## src/rtl/regfile_wb_arbiter.sv

```systemverilog
// Arbitrates the register file's single write port between the ALU and load-return paths,
// with a one-entry anti-starvation ALU buffer and a load scoreboard driving the decode stall.
module regfile_wb_arbiter #(
  parameter int REG_SIZE     = 32,
  parameter int STARVE_LIMIT = 3
) (
  input  logic        clk,
  input  logic        reset,
  input  logic        alu_valid,
  input  logic [4:0]  alu_rd,
  input  logic [31:0] alu_data,
  output logic        alu_ready,
  input  logic        mem_valid,
  input  logic [4:0]  mem_rd,
  input  logic [31:0] mem_data,
  output logic        mem_ready,
  input  logic        ld_issue,
  input  logic [4:0]  ld_rd,
  input  logic [4:0]  ra1,
  input  logic [4:0]  ra2,
  output logic        stall,
  output logic [4:0]  wa3,
  output logic [31:0] wd3
);

  logic                buf_valid_reg, buf_valid_next;
  logic [4:0]          buf_rd_reg, buf_rd_next;
  logic [31:0]         buf_data_reg, buf_data_next;
  logic [3:0]          starve_cnt_reg, starve_cnt_next;
  logic [REG_SIZE-1:0] busy_reg, busy_next;
  logic [4:0]          wa3_reg, wa3_next;
  logic [31:0]         wd3_reg, wd3_next;

  logic force_buf;
  logic mem_acc;
  logic mem_write;
  logic alu_write;
  logic hazard1;
  logic hazard2;

  assign force_buf = buf_valid_reg && (starve_cnt_reg == 4'(STARVE_LIMIT));
  assign mem_ready = !force_buf;
  assign alu_ready = !buf_valid_reg;

  // rd==0 requests are accepted (ready high) but never compete for the port.
  assign mem_acc   = mem_valid && mem_ready;
  assign mem_write = mem_acc && (mem_rd != 5'd0);
  assign alu_write = alu_valid && alu_ready && (alu_rd != 5'd0);

  always_comb begin
    buf_valid_next  = buf_valid_reg;
    buf_rd_next     = buf_rd_reg;
    buf_data_next   = buf_data_reg;
    starve_cnt_next = starve_cnt_reg;
    wa3_next        = 5'd0;
    wd3_next        = 32'd0;
    if (force_buf) begin
      wa3_next        = buf_rd_reg;
      wd3_next        = buf_data_reg;
      buf_valid_next  = 1'b0;
      starve_cnt_next = 4'd0;
    end else if (mem_write) begin
      wa3_next = mem_rd;
      wd3_next = mem_data;
      if (buf_valid_reg) begin
        if (starve_cnt_reg != 4'(STARVE_LIMIT))
          starve_cnt_next = starve_cnt_reg + 4'd1;
      end else begin
        starve_cnt_next = 4'd0;
      end
      // A fresh ALU request that loses to mem is parked in the buffer.
      if (alu_write) begin
        buf_valid_next = 1'b1;
        buf_rd_next    = alu_rd;
        buf_data_next  = alu_data;
      end
    end else if (buf_valid_reg) begin
      wa3_next        = buf_rd_reg;
      wd3_next        = buf_data_reg;
      buf_valid_next  = 1'b0;
      starve_cnt_next = 4'd0;
    end else begin
      starve_cnt_next = 4'd0;
      if (alu_write) begin
        wa3_next = alu_rd;
        wd3_next = alu_data;
      end
    end
  end

  // Set beats clear so a newer load to the same register stays tracked.
  assign busy_next[0] = 1'b0;
  for (genvar gi = 1; gi < REG_SIZE; gi++) begin : g_busy
    assign busy_next[gi] = (ld_issue && (ld_rd == 5'(gi))) ||
                           (busy_reg[gi] && !(mem_acc && (mem_rd == 5'(gi))));
  end

  assign hazard1 = (ra1 != 5'd0) &&
                   (busy_reg[ra1] || (buf_valid_reg && (buf_rd_reg == ra1)) || (wa3_reg == ra1));
  assign hazard2 = (ra2 != 5'd0) &&
                   (busy_reg[ra2] || (buf_valid_reg && (buf_rd_reg == ra2)) || (wa3_reg == ra2));
  assign stall   = hazard1 || hazard2;

  always_ff @(posedge clk or negedge reset) begin
    if (!reset) begin
      buf_valid_reg  <= 1'b0;
      buf_rd_reg     <= 5'd0;
      buf_data_reg   <= 32'd0;
      starve_cnt_reg <= 4'd0;
      busy_reg       <= '0;
      wa3_reg        <= 5'd0;
      wd3_reg        <= 32'd0;
    end else begin
      buf_valid_reg  <= buf_valid_next;
      buf_rd_reg     <= buf_rd_next;
      buf_data_reg   <= buf_data_next;
      starve_cnt_reg <= starve_cnt_next;
      busy_reg       <= busy_next;
      wa3_reg        <= wa3_next;
      wd3_reg        <= wd3_next;
    end
  end

  assign wa3 = wa3_reg;
  assign wd3 = wd3_reg;

endmodule

```

## config.mk

```make
export PLATFORM = sky130hd
export DESIGN_NAME = regfile_wb_arbiter
export DESIGN_NICKNAME = d
export VERILOG_FILES = /design/src/rtl/regfile_wb_arbiter.sv
export SDC_FILE = /design/constraint.sdc
export NUM_CORES = 1
export LEC_CHECK = 0
export ABC_AREA = 1
export BUFFER_PORTS_ARGS = -buffer_cell sky130_fd_sc_hd__buf_4
export CAP_MARGIN = 20
export CORE_MARGIN = 10
export CORE_UTILIZATION = 31
export CTS_BUF_LIST = sky130_fd_sc_hd__clkbuf_16
export CTS_CLUSTER_DIAMETER = 150
export DETAILED_ROUTE_END_ITERATION = 16
export SETUP_SLACK_MARGIN = 0.02
export SLEW_MARGIN = 20
export SYNTH_ARGS = -nofsm -noshare
export SYNTH_HDL_FRONTEND = slang
export SYNTH_SLANG_ARGS = --single-unit
```

## constraint.sdc

```tcl
create_clock -name clk -period 3.04 [get_ports clk]
set_clock_uncertainty 0.15 [all_clocks]
set_input_delay 0.608 -clock clk [delete_from_list [all_inputs] [get_ports clk]]
set_output_delay 0.608 -clock clk [all_outputs]
set_load 0.01 [all_outputs]
```

==> key figures <==
STA
  – Final hold slack: 0.1050 ns
  – Slew Limit Fails: 0
  – Tcrit/Tclk final: 88.82%
  – Total negative slack: 0 ns
  – Worst-margin pin slew: 0.7947 ns
  – Final Hold Vio Count: 0
  – Setup Viol. Count Final: 0
  – Minimum clock period: 2.700 ns
  – Highest Clock Rate: 0.3703 GHz
  – Normalized max-slew margin: 46.94%
  – RSZ-0062 raised after global routing: no

Finish
  – Post-route cell area: 7149 um2
  – Final nets: 973
  – Area growth, synth to finish: 26.92%
  – Share of layout cells above drive strength 1: 19.03%
  – FILL cells: 1861

Floorplan
  – Core Region: 17900 um2
  – Die Y: 154.8 um
  – Ports: 134
  – Die Span X: 154.8 um
  – Die area: 23960 um2
  – Initial core utilization: 31.46%
  – Number of placement rows: 49

Worst setup path
  – CP delay by family, top: simple AND/OR/NAND/NOR gates
  – Crit-path cells: buf_4 > inv_1 > nor2_1 > nand2_1 > nand3_1 > nand3_1 > nand3_1 > nand2_1 > nand2_1 > nand2_1 > nand2_1 > buf_4
  – Critical path endpoint category: output port
  – Reg2Reg Launch Point: starve_cnt_reg[0]
  – CP Data Required Time: 2.28 ns
  – Worst Path Buf+Inv: 3
  – CP max-delay cell: nor2_1
  – Crit-path max FO: 16
  – Start point of the critical path: ra1[0]
  – Crit Path Class: in2out
  – Crit path DAT: 1.94 ns
  – Max incr delay on CP: 0.27 ns
  – Most frequent CP cell: nand2_1
  – Startpoint types: input port

Clock network
  – Num CTS Buffers: 9
  – CTS clk-pin slew, worst paths: 0.08 ns
  – Worst skew pair latency: 0.36 ns
  – Post-CTS Setup Bufs: 0
  – CTS H-tree depth: 3
  – # clock sinks: 110
  – Post-CTS sizing: 0
  – CTS Buffer Depth: 2
  – Root buffer cell: clkbuf_16
  – CTS tree: built
  – Hold_buf cts: 0

Yosys
  – Net Count, Synth: 854
  – FF+latch count, synth: 110
  – Post-synth cell types: 26
  – Synthesized cell area: 5633 um2
  – Post-synth EDFFs: 0
  – Average cell area after synthesis: 7.421 um2
  – Seq/Total Area, Yosys: 48.87%
  – Ys async rst share: 100.0%
  – Warning count from the yosys run: 0
  – Top_reg_cell synth: dfrtp_1
  – Synth Instances: 759

Placed design
  – Post-DP HPWL: 13250 um
  – Placed cell area: 6843 um2
  – Placer Congestion: 0.9012
  – I/O Buffers: 133

Status
  – Status: completed

Route
  – Via count: 5446
  – DR iter-0 viols: 353
  – Final WL: 18270 um
  – DRT Pass-1 Iters: 5
  – Wire length per cell: 16.42 um
  – Vias per inst: 4.893
  – Remaining DRCs: 0
  – Number of nets with antenna violations after routing: 0

Global routing
  – Initial antenna violation count: 1
  – Largest net degree at the start of global routing: 48
  – Vias in the first global route: 5630
  – First-pass GRT wire length: 29700 um
  – GRT Overall Usage: 15.16%
  – Remaining Overflow, GRT: 0

Worst hold path
  – Worst hold path type: in2async

Pwr
  – Peak supply drop: 0.0002638 V
  – Lkg Pwr: 3.546 nW
  – Power density over the cells: 562.7 nW/um2

Job
  – Number of max-cap violations: 0
-- synthesized netlist by cell type, types with 3 or more instances --
cell type	count	share of area [%]
nor2_2	3	0.33
xnor2_1	6	0.93
xor2_1	7	1.1
a21oi_1	75	6.7
o22ai_1	6	0.67
buf_2	15	1.3
clkbuf_1	15	1.0
nand2_1	244	16
inv_2	3	0.20
dfrtp_1	110	49
nand3_1	70	6.2
a22oi_1	3	0.40
o21ai_0	58	5.2
o21ai_1	12	1.1
nor2_1	57	3.8
inv_1	58	3.9
buf_4	3	0.40
nor3_1	4	0.36
-- logic make-up after synthesis --
group	Yosys count	share of synthesized area, %
compound gates	156	14.46
buf+inv	97	7.019
fa+ha+maj	1	0.2221
xor+xnor	13	2.021
flops	110	48.87
simple gates	382	27.41
-- area by class of cell --
cell class	instances	area (um2)	share of cell area, %
Clock buffer	9	225.2	3.150
Tap cell	229	286.5	4.008
Sequential cell	110	2753	38.50
Multi-Input combinational cell	552	2485	34.76
Inverter	62	232.7	3.255
Timing Repair Buffer	143	1086	15.19
Antenna cell	1	2.502	0.03500
Clock inverter	7	78.83	1.103
-- final timing paths --
path | end | slack, ns | cells past startpoint
worst max-delay path | stall | 0.34 | 12
worst min-delay path | wd3[23] | 0.10 | 1
worst max register to register | busy_reg[31] | 0.52 | 7
worst min register to register | buf_data_reg[25] | 0.33 | 2
max in group asynchronous | busy_reg[24] | 1.97 | 2
min in group clk | buf_data_reg[1] | 0.30 | 3
-- placed cells by master, fill, tap and decap left out, types with 3 or more instances in the layout --
master | synthesis | routed
nand3_1 | 70 | 70
o22ai_1 | 6 | 6
nor2_1 | 57 | 57
xnor2_1 | 6 | 6
dfrtp_1 | 110 | 110
nand2_1 | 244 | 244
xor2_1 | 7 | 7
o21ai_1 | 12 | 12
o21ai_0 | 58 | 58
clkbuf_16 | 0 | 9
inv_1 | 58 | 58
buf_4 | 3 | 142
a22oi_1 | 3 | 3
nor3_1 | 4 | 4
a21oi_1 | 75 | 75
nor2_2 | 3 | 3
inv_2 | 3 | 3
-- stage by stage --
step / utilization [%] / std cells / setup WS (ns) / total power [mW]
finish: 39.94 / 1113 / 0.3398 / 4.023
global route: 39.92 / 1112 / 0.1713 / 4.272
CTS: 39.92 / 1112 / 0.3676 / 4.058
detailed placement: 38.22 / 1096 / 0.3778 / 2.854
global placement: 38.22 / 1096 / 0.4097 / 2.844
floorplan: - / 759 / 0.7043 / 2.411
-- report_power, final --
part / internal [mW] / leakage (nW) / switching (mW)
combinational: 0.388 / 2.06 / 0.549
clock: 0.584 / 0.141 / 0.617
sequential: 1.72 / 1.35 / 0.165
total: 2.69 / 3.55 / 1.33
-- routing by layer --
metal	global-route usage, %	vias up	part of all wire, %
met5	0	-	0
met4	5.668	0	2.1
met3	5.103	27	7.9
met2	23.80	161	46
met1	18.83	2569	44
li1	-	2689	-
Power figures use the tool's default switching activity.
